**config.mk**
```make
export PLATFORM = sky130hd
export DESIGN_NAME = rmt_ipv4_udp_parser
export DESIGN_NICKNAME = d
export VERILOG_FILES = /design/src/rtl/rmt_ipv4_udp_parser.sv
export SDC_FILE = /design/constraint.sdc
export NUM_CORES = 2
export LEC_CHECK = 0
export CAP_MARGIN = 0
export CORE_AREA = 2 2 528 530
export DETAILED_ROUTE_END_ITERATION = 6
export DIE_AREA = 0 0 530 532
export DONT_BUFFER_PORTS = 1
export SLEW_MARGIN = 20
export SYNTH_ARGS = -nofsm -noshare
export SYNTH_HDL_FRONTEND = slang
export SYNTH_SLANG_ARGS = --single-unit
export TNS_END_PERCENT = 100
```
**constraint.sdc**
```tcl
create_clock -name clk -period 1.7 [get_ports clk]
set_clock_uncertainty 0.1 [all_clocks]
set_input_delay 0.17 -clock clk [delete_from_list [all_inputs] [get_ports clk]]
set_output_delay 0.17 -clock clk [all_outputs]
set_load 0.02 [all_outputs]
```
**src/rtl/rmt_ipv4_udp_parser.sv**
```systemverilog
// IPv4/UDP header parser: forwards the AXI-Stream unchanged through a 2-entry
// skid buffer and extracts header fields from each frame's first beat into a metadata slot.
module rmt_ipv4_udp_parser #(
    parameter int DATA_WIDTH = 512,
    parameter int KEEP_WIDTH = DATA_WIDTH / 8,
    parameter int USER_WIDTH = 8
) (
    input  logic                  clk,
    input  logic                  rst_n,
    input  logic [DATA_WIDTH-1:0] s_axis_tdata,
    input  logic [KEEP_WIDTH-1:0] s_axis_tkeep,
    input  logic                  s_axis_tvalid,
    output logic                  s_axis_tready,
    input  logic                  s_axis_tlast,
    input  logic [USER_WIDTH-1:0] s_axis_tuser,
    output logic [DATA_WIDTH-1:0] m_axis_tdata,
    output logic [KEEP_WIDTH-1:0] m_axis_tkeep,
    output logic                  m_axis_tvalid,
    input  logic                  m_axis_tready,
    output logic                  m_axis_tlast,
    output logic [USER_WIDTH-1:0] m_axis_tuser,
    output logic                  m_hdr_valid,
    input  logic                  m_hdr_ready,
    output logic [31:0]           m_hdr_src_ip,
    output logic [31:0]           m_hdr_dst_ip,
    output logic [7:0]            m_hdr_protocol,
    output logic [15:0]           m_hdr_src_port,
    output logic [15:0]           m_hdr_dst_port,
    output logic                  m_hdr_is_udp,
    output logic                  m_hdr_error,
    output logic [31:0]           stat_frames,
    output logic [31:0]           stat_errors
);

    localparam int EW = DATA_WIDTH + KEEP_WIDTH + 1 + USER_WIDTH;

    typedef enum logic {
        ST_HEAD = 1'b0,
        ST_BODY = 1'b1
    } state_t;

    function automatic logic [15:0] be16(input logic [DATA_WIDTH-1:0] d, input int k);
        return {d[8*k +: 8], d[8*(k+1) +: 8]};
    endfunction

    function automatic logic [31:0] be32(input logic [DATA_WIDTH-1:0] d, input int k);
        return {be16(d, k), be16(d, k + 2)};
    endfunction

    state_t          state_q, state_d;
    logic [EW-1:0]   mem_q [2];
    logic            rd_ptr_q, rd_ptr_d;
    logic            wr_ptr_q, wr_ptr_d;
    logic [1:0]      cnt_q, cnt_d;
    logic            rdy_en_q;

    logic            hdr_valid_q, hdr_valid_d;
    logic [31:0]     src_ip_q, src_ip_d;
    logic [31:0]     dst_ip_q, dst_ip_d;
    logic [7:0]      proto_q, proto_d;
    logic [15:0]     src_port_q, src_port_d;
    logic [15:0]     dst_port_q, dst_port_d;
    logic            is_udp_q, is_udp_d;
    logic            error_q, error_d;
    logic [31:0]     frames_q, frames_d;
    logic [31:0]     errors_q, errors_d;

    logic            push_s, pop_s, hdr_load_s, hdr_drain_s;
    logic [EW-1:0]   in_beat_s;

    logic            p_trunc_s, p_frag_s, p_ihl_ok_s, p_ver_ok_s, p_udp_s, p_err_s;
    logic [31:0]     p_src_ip_s, p_dst_ip_s;
    logic [7:0]      p_proto_s;
    logic [15:0]     p_src_port_s, p_dst_port_s;

    // Handshake qualifiers and input acceptance
    always_comb begin
        s_axis_tready = rdy_en_q && (cnt_q != 2'd2) &&
                        ((state_q == ST_BODY) || !hdr_valid_q || m_hdr_ready);
        push_s        = s_axis_tvalid && s_axis_tready;
        pop_s         = m_axis_tvalid && m_axis_tready;
        hdr_load_s    = push_s && (state_q == ST_HEAD);
        hdr_drain_s   = hdr_valid_q && m_hdr_ready;
        in_beat_s     = {s_axis_tdata, s_axis_tkeep, s_axis_tlast, s_axis_tuser};
    end

    // Header field extraction from the current input beat
    always_comb begin
        p_trunc_s    = ~(&s_axis_tkeep[37:0]);
        p_ver_ok_s   = (s_axis_tdata[8*14+4 +: 4] == 4'd4);
        p_ihl_ok_s   = (s_axis_tdata[8*14 +: 4] == 4'd5);
        p_frag_s     = s_axis_tdata[8*20+5] || (be16(s_axis_tdata, 20) & 16'h1FFF) != 16'h0000;
        p_src_ip_s   = 32'h0000_0000;
        p_dst_ip_s   = 32'h0000_0000;
        p_proto_s    = 8'h00;
        p_src_port_s = 16'h0000;
        p_dst_port_s = 16'h0000;
        p_udp_s      = 1'b0;
        p_err_s      = 1'b1;
        if (p_trunc_s) begin
            p_err_s = 1'b1;
        end else begin
            p_proto_s  = s_axis_tdata[8*23 +: 8];
            p_src_ip_s = be32(s_axis_tdata, 26);
            p_dst_ip_s = be32(s_axis_tdata, 30);
            p_err_s    = !p_ver_ok_s || !p_ihl_ok_s;
            p_udp_s    = (p_proto_s == 8'd17) && p_ihl_ok_s && !p_frag_s;
            if (p_udp_s) begin
                p_src_port_s = be16(s_axis_tdata, 34);
                p_dst_port_s = be16(s_axis_tdata, 36);
            end else begin
                p_src_port_s = 16'h0000;
                p_dst_port_s = 16'h0000;
            end
        end
    end

    // Frame position next-state
    always_comb begin
        state_d = state_q;
        case (state_q)
            ST_HEAD: begin
                if (push_s && !s_axis_tlast) state_d = ST_BODY;
                else                         state_d = ST_HEAD;
            end
            ST_BODY: begin
                if (push_s && s_axis_tlast) state_d = ST_HEAD;
                else                        state_d = ST_BODY;
            end
            default: state_d = ST_HEAD;
        endcase
    end

    // Skid buffer pointer/occupancy next-state
    always_comb begin
        rd_ptr_d = pop_s ? ~rd_ptr_q : rd_ptr_q;
        wr_ptr_d = push_s ? ~wr_ptr_q : wr_ptr_q;
        if (push_s && !pop_s)      cnt_d = cnt_q + 2'd1;
        else if (!push_s && pop_s) cnt_d = cnt_q - 2'd1;
        else                       cnt_d = cnt_q;
    end

    // Metadata slot and counters next-state; a drain and reload in one cycle leaves no bubble
    always_comb begin
        hdr_valid_d = hdr_valid_q;
        src_ip_d    = src_ip_q;
        dst_ip_d    = dst_ip_q;
        proto_d     = proto_q;
        src_port_d  = src_port_q;
        dst_port_d  = dst_port_q;
        is_udp_d    = is_udp_q;
        error_d     = error_q;
        frames_d    = frames_q;
        errors_d    = errors_q;
        if (hdr_load_s) begin
            hdr_valid_d = 1'b1;
            src_ip_d    = p_src_ip_s;
            dst_ip_d    = p_dst_ip_s;
            proto_d     = p_proto_s;
            src_port_d  = p_src_port_s;
            dst_port_d  = p_dst_port_s;
            is_udp_d    = p_udp_s;
            error_d     = p_err_s;
            frames_d    = frames_q + 32'd1;
            errors_d    = p_err_s ? errors_q + 32'd1 : errors_q;
        end else if (hdr_drain_s) begin
            hdr_valid_d = 1'b0;
        end else begin
            hdr_valid_d = hdr_valid_q;
        end
    end

    // Control, metadata and counter registers
    always_ff @(posedge clk or negedge rst_n) begin
        if (!rst_n) begin
            state_q     <= ST_HEAD;
            rd_ptr_q    <= 1'b0;
            wr_ptr_q    <= 1'b0;
            cnt_q       <= 2'd0;
            rdy_en_q    <= 1'b0;
            hdr_valid_q <= 1'b0;
            src_ip_q    <= 32'h0000_0000;
            dst_ip_q    <= 32'h0000_0000;
            proto_q     <= 8'h00;
            src_port_q  <= 16'h0000;
            dst_port_q  <= 16'h0000;
            is_udp_q    <= 1'b0;
            error_q     <= 1'b0;
            frames_q    <= 32'h0000_0000;
            errors_q    <= 32'h0000_0000;
        end else begin
            state_q     <= state_d;
            rd_ptr_q    <= rd_ptr_d;
            wr_ptr_q    <= wr_ptr_d;
            cnt_q       <= cnt_d;
            rdy_en_q    <= 1'b1;
            hdr_valid_q <= hdr_valid_d;
            src_ip_q    <= src_ip_d;
            dst_ip_q    <= dst_ip_d;
            proto_q     <= proto_d;
            src_port_q  <= src_port_d;
            dst_port_q  <= dst_port_d;
            is_udp_q    <= is_udp_d;
            error_q     <= error_d;
            frames_q    <= frames_d;
            errors_q    <= errors_d;
        end
    end

    // Skid buffer storage
    always_ff @(posedge clk or negedge rst_n) begin
        if (!rst_n) begin
            for (int i = 0; i < 2; i++) mem_q[i] <= '0;
        end else if (push_s) begin
            mem_q[wr_ptr_q] <= in_beat_s;
        end
    end

    assign {m_axis_tdata, m_axis_tkeep, m_axis_tlast, m_axis_tuser} = mem_q[rd_ptr_q];
    assign m_axis_tvalid  = (cnt_q != 2'd0);
    assign m_hdr_valid    = hdr_valid_q;
    assign m_hdr_src_ip   = src_ip_q;
    assign m_hdr_dst_ip   = dst_ip_q;
    assign m_hdr_protocol = proto_q;
    assign m_hdr_src_port = src_port_q;
    assign m_hdr_dst_port = dst_port_q;
    assign m_hdr_is_udp   = is_udp_q;
    assign m_hdr_error    = error_q;
    assign stat_frames    = frames_q;
    assign stat_errors    = errors_q;

endmodule

```
==> results.json <==
{
  "syn_area_per_cell_um2": 15.6,
  "hp-class": "in2async",
  "fin_ws_ns": -0.987,
  "first_pass_iters": 5,
  "synthArstFlopShare_pct": 100,
  "drt_iter0_drc": 1683,
  "grt_use_total_pct": 15.5,
  "drc": 0,
  "timing.final.crit_share_pct": 158,
  "final_common_cell": "dfrtp_1",
  "cts_sinks": 1347,
  "setup_violations": 2067,
  "crit_path_start_kind": "flop",
  "multiInputGateArea_mm2": 0.0235,
  "synth.distinct_cells": 44,
  "ys_warn_count": 0,
  "grt_pass1_wl_um": 317000,
  "die_h_um": 532,
  "fin_crit_ns": 2.69,
  "seq_area_mm2": 0.0337,
  "irDropWorstVdd_v": 0.00132,
  "grt_pass1_vias": 41300,
  "grt-busiest-layer": "met2",
  "cts_max_level": 4,
  "synth_area_mm2": 0.0574,
  "grt_max_degree": 222,
  "path_class": "reg2out",
  "ys_ff_latch": 1347,
  "crit_required_ns": 1.43,
  "fin_hold_ws_ns": -1.03,
  "die-width_um": 530,
  "cts_buffers": 159,
  "via_count": 38000,
  "cts_tree": "built",
  "use_met3_pct": 5.41,
  "cp_max_fo": 17,
  "synth_cells": 3673,
  "hpwl_um": 165000,
  "fp.dieArea_mm2": 0.282,
  "grt_overflow": 0,
  "cpPeakStageDelay_ns": 0.48,
  "port-buffer-count": 0,
  "crit_arrival_ns": 2.42,
  "leakage_uw": 0.0350,
  "synth_top_cell_by_area": "dfrtp_1",
  "synth_nets": 4266,
  "ys_seq_area_share_pct": 58.7,
  "yosys-top-cells-area": "dfrtp_1 59%, mux2_2 24%, mux2_1 10%",
  "io_pins": 1348,
  "rows": 193,
  "synth-main-ff-cell": "dfrtp_1",
  "routed_wl_um": 231000,
  "final_cell_mix": "1344 x dfrtp_1, 1068 x dlygate4sd3_1, 1012 x mux2_2",
  "clockBufferDepth": 4,
  "start_util_pct": 20.8,
  "setup.worst_path.end_class": "primary output",
  "core_area_mm2": 0.276,
  "clk_pin_slew_ns": 0.06,
  "crit_chain": "buf_16 > buf_12 > buf_16 > buf_12 > mux2_2",
  "rsz0062_at_grt": "true",
  "clock_latency_ns": 0.81,
  "slew_violations": 0,
  "via_per_inst": 4.28,
  "use_met2_pct": 24.5,
  "postRouteAntennaNets": 0,
  "antenna_found_initial": 103,
  "cpMaxStageDelayCell": "dfrtp_4",
  "hold_viol": 492,
  "power_density_mw_per_mm2": 1950,
  "violations": "negative hold slack, negative setup slack",
  "worst_pin_slew_ns": 1.01,
  "area_delta_synth_final_pct": 42.8,
  "slew_headroom_pct": 32.5,
  "fillCellCount": 27200,
  "use_met1_pct": 18.3,
  "maxCapViolations": 0,
  "drive_above_1_share_pct": 36.7,
  "root_buffer": "clkbuf_16",
  "netlist.area_leader.share_pct": 58.7,
  "routedWlPerCell_um": 26.0,
  "total_power_uw": 160000,
  "fin_nets": 5605,
  "synth_edf_count": 0,
  "status": "finished with violations",
  "r2r_slack_ns": -0.60,
  "globalplace.congestion": 0.879,
  "max_freq_mhz": 372
}
what timing repair did:
action | 4_1_cts | 5_1_grt
pin swaps | 0 | 18
hold buffers | 1068 | 1
buffers inserted | 4 | 24
resized for setup | 113 | 188
endpoints found under the setup margin | 2397 | 2354
cloned | 2 | 19
hold endpoints to repair | 1855 | 568
critical path, delay by kind of cell, from the launching register on:
kind	cells	cell delay, ns
buffers and inverters	4	0.65
DFF	1	0.48
muxes	1	0.45
final cells by class:
| type | count | share of cell area [%] |
|---|---|---|
| diodes | 48 | 0.147 |
| repair buffers | 1406 | 18.1 |
| multi-input cells | 2095 | 28.7 |
| inverters | 3 | 0.0137 |
| well taps | 3705 | 5.66 |
| flip-flops and latches | 1347 | 41.1 |
| clock buffers | 224 | 5.49 |
| clock inverters | 55 | 0.786 |
final timing paths:
check / from / to / cells past startpoint
setup / recovery: rd_ptr_q / m_axis_tdata[405] / 5
hold / removal: rst_n / mem_q[998] / 0
setup reg to reg: cnt_q[0] / mem_q[963] / 7
hold reg to reg: mem_q[264] / mem_q[264] / 1
max in group asynchronous: rst_n / stat_errors[30] / 4
min in group clk: m_hdr_ready / flop / 4
power by group:
part	internal, uW	switching, uW
clock network	19800	14300
registers	46500	7440
logic	30700	41000
flip-flops by register name, summed over array words and instances (netlist names), 2 cells and up, named ones only:
signal,flops
cnt_q,2
stat_errors,32
m_hdr_dst_port,16
m_hdr_src_ip,32
m_hdr_dst_ip,32
m_hdr_src_port,16
m_hdr_protocol,8
stat_frames,32
mem_q,1170
through the flow:
step | cells | worst slack (ns) | setup TNS (ns) | area [um^2] | util, %
after floorplan | 3673 | -0.169 | -220.35 | 57800 | -
after global placement | 7436 | -1.34 | -1191.56 | 63900 | 23.2
after detailed placement | 7436 | -1.43 | -1272.82 | 63900 | 23.2
after CTS | 8789 | -1.09 | -1336.42 | 80300 | 29.1
after global routing | 8860 | -1.07 | -1307.90 | 81900 | 29.7
final | 8883 | -0.987 | -1144.09 | 82000 | 29.7
cells in the mapped netlist (2+ instances only):
| cell | number |
|---|---|
| nor3_1 | 11 |
| buf_6 | 13 |
| and2_1 | 4 |
| and4_1 | 11 |
| nor4_1 | 7 |
| xnor2_1 | 43 |
| nor4b_1 | 2 |
| inv_2 | 3 |
| nor3b_1 | 2 |
| clkbuf_1 | 74 |
| nand4_1 | 28 |
| nand3_1 | 29 |
| mux2_2 | 1226 |
| ha_1 | 3 |
| a22o_1 | 104 |
| xor2_1 | 24 |
| nand2_1 | 26 |
| nor4b_2 | 2 |
| buf_1 | 4 |
| buf_4 | 71 |
| nor4_4 | 2 |
| and3_1 | 17 |
| dfrtp_1 | 1347 |
| buf_2 | 66 |
| mux2_1 | 530 |
| nor2_1 | 6 |
routing by layer:
metal,vias up,share of wire (%)
li1,16100,-
met1,19800,39
met2,1602,45
met3,520,9.6
met4,44,6.3
met5,-,0.13
cells by family (layout without fill, tap and decap cells):
group	after synthesis	after routing	synth area share, %
AO/OA/AOI/OAI	111	111	1.72
buffers and inverters	231	1688	2.29
AND/OR/NAND/NOR	157	157	1.70
multiplexers	1756	1756	34.5
other	1	49	0.00653
XOR/XNOR	67	67	1.02
adder cells (fa/ha/maj)	3	3	0.0654
flip-flops	1347	1347	58.7
No activity file was read; power rests on OpenSTA's default activity.
